### src/rtl/axi_stride_reader_pkg.sv
// Shared prefetcher definitions: sequencer states, response error codes and counter widths.
// Imported by the stride reader top and its response checker.
package axi_stride_reader_pkg;

    localparam int COUNT_WIDTH    = 16;
    localparam int BEAT_CNT_WIDTH = 32;

    typedef enum logic [1:0] {
        IDLE   = 2'd0,
        ISSUE  = 2'd1,
        DRAIN  = 2'd2,
        FINISH = 2'd3
    } state_t;

    typedef enum logic [1:0] {
        ERR_NONE         = 2'd0,
        ERR_ID_MISMATCH  = 2'd1,
        ERR_EARLY_LAST   = 2'd2,
        ERR_MISSING_LAST = 2'd3
    } err_code_t;

    // The read channel is open only while a sequence is live.
    function automatic logic is_busy(input state_t s);
        return (s == ISSUE) || (s == DRAIN);
    endfunction

endpackage

### src/rtl/axi_stride_reader_if.sv
// AXI read-address and read-data channel bundle between the stride reader (master)
// and the memory side (slave).
interface axi_stride_reader_if #(
    parameter int ADDR_BITS       = 64,
    parameter int BURST_LEN_WIDTH = 8,
    parameter int TID_WIDTH       = 4,
    parameter int DATA_BITS       = 64
);
    logic                       m_ar_valid;
    logic                       m_ar_ready;
    logic [ADDR_BITS-1:0]       m_ar_addr;
    logic [BURST_LEN_WIDTH-1:0] m_ar_len;
    logic [TID_WIDTH-1:0]       m_ar_id;

    logic                       m_r_valid;
    logic                       m_r_ready;
    logic [DATA_BITS-1:0]       m_r_data;
    logic                       m_r_last;
    logic [TID_WIDTH-1:0]       m_r_id;

    modport master (
        output m_ar_valid, m_ar_addr, m_ar_len, m_ar_id,
        input  m_ar_ready,
        input  m_r_valid, m_r_data, m_r_last, m_r_id,
        output m_r_ready
    );

    modport slave (
        input  m_ar_valid, m_ar_addr, m_ar_len, m_ar_id,
        output m_ar_ready,
        output m_r_valid, m_r_data, m_r_last, m_r_id,
        input  m_r_ready
    );

endinterface

### src/rtl/axi_stride_reader_r_checker.sv
// Per-beat read response checker: tracks the beat index inside the current burst and
// records the first protocol error seen since the last sequence start.
module axi_r_checker
    import axi_stride_reader_pkg::*;
#(
    parameter int BURST_LEN_WIDTH = 8,
    parameter int TID_WIDTH       = 4
) (
    input  logic                       clk,
    input  logic                       resetN,
    input  logic                       clear,
    input  logic                       beat,
    input  logic                       r_last,
    input  logic [TID_WIDTH-1:0]       r_id,
    input  logic [TID_WIDTH-1:0]       exp_id,
    input  logic [BURST_LEN_WIDTH-1:0] burst_len,
    output err_code_t                  error_code
);

    localparam int IDX_W = BURST_LEN_WIDTH + 1;

    logic [IDX_W-1:0] beat_idx;
    logic [IDX_W-1:0] last_idx;
    err_code_t        beat_err;

    assign last_idx = {1'b0, burst_len};

    // An ID mismatch outranks a framing error when both hit the same beat.
    always_comb begin
        beat_err = ERR_NONE;
        if (r_id != exp_id) begin
            beat_err = ERR_ID_MISMATCH;
        end else if (r_last && (beat_idx < last_idx)) begin
            beat_err = ERR_EARLY_LAST;
        end else if (!r_last && (beat_idx == last_idx)) begin
            beat_err = ERR_MISSING_LAST;
        end
    end

    always_ff @(posedge clk or negedge resetN) begin
        if (!resetN) begin
            beat_idx   <= '0;
            error_code <= ERR_NONE;
        end else if (clear) begin
            beat_idx   <= '0;
            error_code <= ERR_NONE;
        end else if (beat) begin
            if (r_last) begin
                beat_idx <= '0;
            end else if (beat_idx != '1) begin
                beat_idx <= beat_idx + IDX_W'(1);
            end
            if (error_code == ERR_NONE) begin
                error_code <= beat_err;
            end
        end
    end

endmodule

### src/rtl/axi_stride_reader.sv
// Strided AXI read sequencer: issues reqCount bursts at baseAddr + n*stride, bounds the
// number of bursts in flight and counts/checks the returning beats.
module axi_stride_reader
    import axi_stride_reader_pkg::*;
#(
    parameter int ADDR_BITS            = 64,
    parameter int BURST_LEN_WIDTH      = 8,
    parameter int TID_WIDTH            = 4,
    parameter int LOG_BLOCK_DATA_BYTES = 3,
    parameter int LOG_MAX_OUTSTANDING  = 2
) (
    input  logic                       clk,
    input  logic                       resetN,
    input  logic                       start,
    input  logic [ADDR_BITS-1:0]       baseAddr,
    input  logic [ADDR_BITS-1:0]       stride,
    input  logic [COUNT_WIDTH-1:0]     reqCount,
    input  logic [BURST_LEN_WIDTH-1:0] burstLen,
    input  logic [TID_WIDTH-1:0]       reqId,
    axi_stride_reader_if.master        axi,
    output logic                       busy,
    output logic                       done,
    output logic [BEAT_CNT_WIDTH-1:0]  beatCnt,
    output logic [1:0]                 errorCode
);

    localparam int DATA_BITS = 8 << LOG_BLOCK_DATA_BYTES;
    localparam int OUT_W     = LOG_MAX_OUTSTANDING + 1;
    localparam logic [OUT_W-1:0] MAX_OUT = OUT_W'(1) << LOG_MAX_OUTSTANDING;

    state_t                     state;
    state_t                     next_state;
    logic [ADDR_BITS-1:0]       cur_addr;
    logic [ADDR_BITS-1:0]       cfg_stride;
    logic [COUNT_WIDTH-1:0]     cfg_count;
    logic [BURST_LEN_WIDTH-1:0] cfg_len;
    logic [TID_WIDTH-1:0]       cfg_id;
    logic [COUNT_WIDTH-1:0]     issued;
    logic [OUT_W-1:0]           outstanding;
    logic [BEAT_CNT_WIDTH-1:0]  beat_cnt;

    logic      start_accept;
    logic      ar_fire;
    logic      r_fire;
    logic      last_fire;
    err_code_t chk_err;
    logic      unused_rdata;

    assign start_accept = (state == IDLE) && start;
    assign ar_fire      = axi.m_ar_valid && axi.m_ar_ready;
    assign r_fire       = axi.m_r_valid && axi.m_r_ready;
    assign last_fire    = r_fire && axi.m_r_last;

    // Valid depends only on registered state, so it cannot drop while waiting for ready.
    assign axi.m_ar_valid = (state == ISSUE) && (issued < cfg_count) && (outstanding < MAX_OUT);
    assign axi.m_ar_addr  = cur_addr;
    assign axi.m_ar_len   = cfg_len;
    assign axi.m_ar_id    = cfg_id;
    assign axi.m_r_ready  = is_busy(state);

    assign busy      = is_busy(state);
    assign done      = (state == FINISH);
    assign beatCnt   = beat_cnt;
    assign errorCode = chk_err;

    // Read data is consumed by the prefetch buffer downstream; only the handshake matters here.
    assign unused_rdata = ^{1'b0, axi.m_r_data[DATA_BITS-1:0]};

    always_ff @(posedge clk or negedge resetN) begin
        if (!resetN) begin
            state <= IDLE;
        end else begin
            state <= next_state;
        end
    end

    always_comb begin
        next_state = state;
        unique case (state)
            IDLE: begin
                if (start) begin
                    next_state = (reqCount == '0) ? FINISH : ISSUE;
                end
            end
            ISSUE: begin
                if (ar_fire && ((issued + COUNT_WIDTH'(1)) == cfg_count)) begin
                    next_state = DRAIN;
                end
            end
            DRAIN: begin
                if (outstanding == '0) begin
                    next_state = FINISH;
                end
            end
            FINISH: begin
                next_state = IDLE;
            end
            default: begin
                next_state = IDLE;
            end
        endcase
    end

    always_ff @(posedge clk or negedge resetN) begin
        if (!resetN) begin
            cfg_stride <= '0;
            cfg_count  <= '0;
            cfg_len    <= '0;
            cfg_id     <= '0;
            cur_addr   <= '0;
            issued     <= '0;
        end else if (start_accept) begin
            cfg_stride <= stride;
            cfg_count  <= reqCount;
            cfg_len    <= burstLen;
            cfg_id     <= reqId;
            cur_addr   <= baseAddr;
            issued     <= '0;
        end else if (ar_fire) begin
            cur_addr <= cur_addr + cfg_stride;
            issued   <= issued + COUNT_WIDTH'(1);
        end
    end

    // A new burst and a retiring burst in the same cycle cancel out.
    always_ff @(posedge clk or negedge resetN) begin
        if (!resetN) begin
            outstanding <= '0;
        end else if (start_accept) begin
            outstanding <= '0;
        end else if (ar_fire && !last_fire) begin
            outstanding <= outstanding + OUT_W'(1);
        end else if (!ar_fire && last_fire && (outstanding != '0)) begin
            outstanding <= outstanding - OUT_W'(1);
        end
    end

    always_ff @(posedge clk or negedge resetN) begin
        if (!resetN) begin
            beat_cnt <= '0;
        end else if (start_accept) begin
            beat_cnt <= '0;
        end else if (r_fire) begin
            beat_cnt <= beat_cnt + BEAT_CNT_WIDTH'(1);
        end
    end

    axi_r_checker #(
        .BURST_LEN_WIDTH (BURST_LEN_WIDTH),
        .TID_WIDTH       (TID_WIDTH)
    ) u_r_checker (
        .clk        (clk),
        .resetN     (resetN),
        .clear      (start_accept),
        .beat       (r_fire),
        .r_last     (axi.m_r_last),
        .r_id       (axi.m_r_id),
        .exp_id     (cfg_id),
        .burst_len  (cfg_len),
        .error_code (chk_err)
    );

endmodule
### src/flat_wrapper.sv
// flat-port wrapper written by rule: the top's interface ports become plain ports
module axi_stride_reader_flat import axi_stride_reader_pkg::*;
#(
    parameter int ADDR_BITS            = 64,
    parameter int BURST_LEN_WIDTH      = 8,
    parameter int TID_WIDTH            = 4,
    parameter int LOG_BLOCK_DATA_BYTES = 3,
    parameter int LOG_MAX_OUTSTANDING  = 2
)
  (clk, resetN, start, baseAddr, stride, reqCount, burstLen, reqId, busy, done, beatCnt, errorCode, axi_m_ar_valid, axi_m_ar_addr, axi_m_ar_len, axi_m_ar_id, axi_m_ar_ready, axi_m_r_valid, axi_m_r_data, axi_m_r_last, axi_m_r_id, axi_m_r_ready);
  axi_stride_reader_if #(.ADDR_BITS(ADDR_BITS), .BURST_LEN_WIDTH(BURST_LEN_WIDTH), .TID_WIDTH(TID_WIDTH)) axi_i ();
  input  logic clk;
  input  logic resetN;
  input  logic start;
  input  logic [ADDR_BITS-1:0] baseAddr;
  input  logic [ADDR_BITS-1:0] stride;
  input  logic [COUNT_WIDTH-1:0] reqCount;
  input  logic [BURST_LEN_WIDTH-1:0] burstLen;
  input  logic [TID_WIDTH-1:0] reqId;
  output logic busy;
  output logic done;
  output logic [BEAT_CNT_WIDTH-1:0] beatCnt;
  output logic [1:0] errorCode;
  output wire logic [$bits(axi_i.m_ar_valid)-1:0] axi_m_ar_valid;
  output wire logic [$bits(axi_i.m_ar_addr)-1:0] axi_m_ar_addr;
  output wire logic [$bits(axi_i.m_ar_len)-1:0] axi_m_ar_len;
  output wire logic [$bits(axi_i.m_ar_id)-1:0] axi_m_ar_id;
  input wire logic [$bits(axi_i.m_ar_ready)-1:0] axi_m_ar_ready;
  input wire logic [$bits(axi_i.m_r_valid)-1:0] axi_m_r_valid;
  input wire logic [$bits(axi_i.m_r_data)-1:0] axi_m_r_data;
  input wire logic [$bits(axi_i.m_r_last)-1:0] axi_m_r_last;
  input wire logic [$bits(axi_i.m_r_id)-1:0] axi_m_r_id;
  output wire logic [$bits(axi_i.m_r_ready)-1:0] axi_m_r_ready;
  assign axi_m_ar_valid = axi_i.m_ar_valid;
  assign axi_m_ar_addr = axi_i.m_ar_addr;
  assign axi_m_ar_len = axi_i.m_ar_len;
  assign axi_m_ar_id = axi_i.m_ar_id;
  assign axi_i.m_ar_ready = axi_m_ar_ready;
  assign axi_i.m_r_valid = axi_m_r_valid;
  assign axi_i.m_r_data = axi_m_r_data;
  assign axi_i.m_r_last = axi_m_r_last;
  assign axi_i.m_r_id = axi_m_r_id;
  assign axi_m_r_ready = axi_i.m_r_ready;
  axi_stride_reader #(.ADDR_BITS(ADDR_BITS), .BURST_LEN_WIDTH(BURST_LEN_WIDTH), .TID_WIDTH(TID_WIDTH), .LOG_BLOCK_DATA_BYTES(LOG_BLOCK_DATA_BYTES), .LOG_MAX_OUTSTANDING(LOG_MAX_OUTSTANDING)) u_core (.clk(clk), .resetN(resetN), .start(start), .baseAddr(baseAddr), .stride(stride), .reqCount(reqCount), .burstLen(burstLen), .reqId(reqId), .axi(axi_i), .busy(busy), .done(done), .beatCnt(beatCnt), .errorCode(errorCode));
endmodule
### config.mk
export PLATFORM = sky130hd
export DESIGN_NAME = axi_stride_reader_flat
export DESIGN_NICKNAME = d
export VERILOG_FILES = /design/src/rtl/axi_stride_reader_pkg.sv /design/src/rtl/axi_stride_reader_if.sv /design/src/rtl/axi_stride_reader_r_checker.sv /design/src/rtl/axi_stride_reader.sv /design/src/flat_wrapper.sv
export SDC_FILE = /design/constraint.sdc
export NUM_CORES = 1
export LEC_CHECK = 0
export BUFFER_PORTS_ARGS = -buffer_cell sky130_fd_sc_hd__buf_2
export CAP_MARGIN = 20
export CORE_MARGIN = 10
export CORE_UTILIZATION = 55
export DETAILED_ROUTE_END_ITERATION = 7
export PLACE_DENSITY_LB_ADDON = 0.15
export SLEW_MARGIN = 20
export SYNTH_ARGS = -nofsm -noshare
export SYNTH_HDL_FRONTEND = slang
export SYNTH_SLANG_ARGS = --single-unit
export TNS_END_PERCENT = 10
### constraint.sdc
create_clock -name clk -period 4.55 [get_ports clk]
set_input_delay 0.6825 -clock clk [delete_from_list [all_inputs] [get_ports clk]]
set_output_delay 0.6825 -clock clk [all_outputs]
set_load 0.02 [all_outputs]
==> reports/metrics.cfg <==
[status]
status=completed

[grt]
grt_pass1_wl_mm=67.8
grt_pass1_vias=13200
overflow=0
grt_antenna_before_repair=3
grt_start_max_net_pins=99
grt_util_all_layers=0.242

[synthesis]
postSynthCellCount=1780
synth-xor-area-share=0.0735
netlist_area_sq_um=14300
synthArstFlopShare=1.00
synth_edf_count=0
syn_avg_cell_area_sq_um=8.03
yosys.area_share.simple=0.240
netlist.area_leader.share=0.385
yosys_warnings=0
synth_nets=2108
ys.flop_type=dfrtp_1
synthMuxAreaShare=0.00630
synth_compound_area_frac=0.168
synth_top_cell_by_area=dfrtp_1
synth.yosys.seq_area_share=0.385
ys_ff_latch=220
synthAdderAreaFrac=0.0868
synth_top_family_by_area=simple AND/OR/NAND/NOR gates
synth_cell_types=68
synth.area.top_cells=dfrtp_1, nand2_1, ha_1, a21oi_1, xnor2_1

[placement]
place_hpwl_mm=31.1
routabilityCongestion=0.947
place_area_sq_um=15900
numPortBuffers=279

[clocking]
clk_pin_slew_ns=0.06
cts_tree=done
clk_path_buf_depth=3
cts-buffers-inserted=26
cts-resized-gates=0
clk_latency_ns=0.54
postCtsSetupBuffers=0
clock-sinks=220
hold_buffers=0
cts-root-buf=clkbuf_16
htreeDepth=1

[final_layout]
stdcell_area_sq_um=16800
final_common_cell=nand2_1
drive_above_1_share=0.172
nets=2343
area_growth_pct=17.3
fillCellCount=2223
final_cell_mix=nand2_1, buf_2, dfrtp_1

[timing]
fmax_ghz=0.260
fin_crit_ns=3.84
timing.final.crit_share=0.845
grt_setup_unrepaired=no
setup_violations=0
slew_violations=0
tns_ns=0
relSlewSlack=0.346
worst_pin_slew_ns=0.980
finalHoldViolations=0
clock_skew_ns=0.0184

[setup_path]
r2r_setup_slack_ns=0.71
start_kind=flop
r2r_end=u_core.axi.m_ar_addr[56]
worst_setup_path_end_kind=flop
crit_path_cell_trace=ha_1, inv_1, fa_1, and2b_2, o31a_1, o2111ai_2, o211ai_1, nand3_1, nand4b_1, a31oi_1, o31ai_1, buf_4, a311oi_1, a41oi_1, a2bb2oi_1
cpMaxStageDelayCell=fa_1
worstPathArrival_ns=4.30
path_max_fanout=4
reg2reg_depth=15
path_class=flop to flop
r2r-start=u_core.axi.m_ar_addr[0]
slowest_delay_ns=0.41
required_ns=5.00

[floorplanning]
die_y_um=181
dieArea_sq_um=32800
die_w_um=181
start_util=0.563
num_io_pins=344
rows=58
coreArea_sq_um=25400

[power]
p_leak_uw=0.00843
power_uw=13900
p_per_area_nw_per_um2=829
peakVddDrop_mv=0.488

[drt]
wl_mm=41.6
drt_pass1_iterations=5
postRouteAntennaNets=0
vias_per_cell=5.70
post-route-drc-count=0
avgRoutedWirePerCell_um=17.6
dr_total_vias=13500
drt_iter0_markers=1211

[min_path]
hp-class=input port to async pin

[job]
max-cap-violations=0

cell usage after synthesis, drive strengths merged, types with 12 or more instances:
cell and number:
a21oi 134, clkbuf 70, nor2b 12, a21o 38, ha 96, nand3 59, and3 24, nand2 419
nor4 16, buf 18, o21ai 85, dfrtp 220, xor2 44, nand4 27, o21a 12, o21bai 15
nor2 170, inv 60, nor3 21, xnor2 76, a31oi 48
worst max-delay path by stage:
| stage | startpoint | cells past startpoint | slack (ns) | endpoint |
|---|---|---|---|---|
| after floorplan | u_core.axi.m_ar_addr[0] | 14 | 1.19 | u_core.axi.m_ar_addr[58] |
| after global placement | u_core.axi.m_ar_addr[0] | 14 | 0.87 | u_core.axi.m_ar_addr[58] |
| after detailed placement | u_core.axi.m_ar_addr[0] | 14 | 0.83 | u_core.axi.m_ar_addr[58] |
| after CTS | u_core.issued[1] | 10 | 0.81 | axi_m_ar_valid |
| after global routing | u_core.axi.m_ar_addr[0] | 15 | 0.56 | u_core.axi.m_ar_addr[56] |
| final | u_core.axi.m_ar_addr[0] | 15 | 0.71 | u_core.axi.m_ar_addr[56] |
report_power, final:
| group | total, uW | internal (uW) | switching [uW] |
|---|---|---|---|
| combinational | 8490 | 3270 | 5220 |
| clock | 2060 | 1230 | 827 |
| sequential | 3360 | 2740 | 618 |
| total | 13900 | 7240 | 6670 |
layer usage:
| metal | GRT usage | routed length [um] | up-vias |
|---|---|---|---|
| met5 | 0 | 13 | - |
| met4 | 0.0677 | 1110 | 2 |
| met3 | 0.0494 | 2590 | 73 |
| met2 | 0.389 | 19200 | 393 |
| met1 | 0.322 | 18700 | 6411 |
| li1 | - | - | 6591 |
through the flow:
| step | worst slack (ns) | utilization | std cells | hold slack [ns] |
|---|---|---|---|---|
| 3_5_place_dp | 0.830 | 0.627 | 2317 | 0.468 |
| 5_1_grt | 0.557 | 0.660 | 2364 | 0.236 |
| 6_report | 0.706 | 0.660 | 2365 | 0.181 |
| 2_1_floorplan | 1.19 | - | 1780 | 0.387 |
| 3_3_place_gp | 0.869 | 0.627 | 2317 | 0.461 |
| 4_1_cts | 0.810 | 0.660 | 2363 | 0.208 |
kinds of logic (layout without fill, tap and decap cells):
family | count (synthesis) | after routing
AO/OA/AOI/OAI | 391 | 391
XOR/XNOR | 120 | 120
adder cells (fa/ha/maj) | 98 | 98
buffers and inverters | 148 | 401
flip-flops | 220 | 220
multiplexers | 9 | 9
other | 0 | 2
AND/OR/NAND/NOR | 794 | 794
critical path, delay by kind of cell (launching register included):
kind / cells / cell delay (ns)
simple gates: 3 / 0.64
flops: 1 / 0.37
fa+ha+maj: 2 / 0.60
compound gates: 8 / 1.89
buf+inv: 2 / 0.27
sequential cells by signal (all words and copies together) (netlist names):
name                           cells
u_core.cfg_count                  16
u_core.u_r_checker.error_code      2
u_core.axi.m_ar_len                8
u_core.outstanding                 3
u_core.cfg_stride                 64
u_core.issued                     16
u_core.beatCnt                    32
u_core.state                       2
u_core.axi.m_ar_id                 4
u_core.u_r_checker.beat_idx        9
u_core.axi.m_ar_addr              64
cell type report:
type / instances / area, sq um / share of cell area
sequential: 220 / 5510 / 0.328
tap: 330 / 413 / 0.0246
multi-input combinational: 1412 / 8240 / 0.491
clock buffer: 38 / 737 / 0.0439
clock inverter: 8 / 96.3 / 0.00574
timing repair buffer: 295 / 1550 / 0.0925
inverter: 60 / 225 / 0.0134
antenna: 2 / 5.00 / 0.000298
No activity file was read; power rests on OpenSTA's default activity.
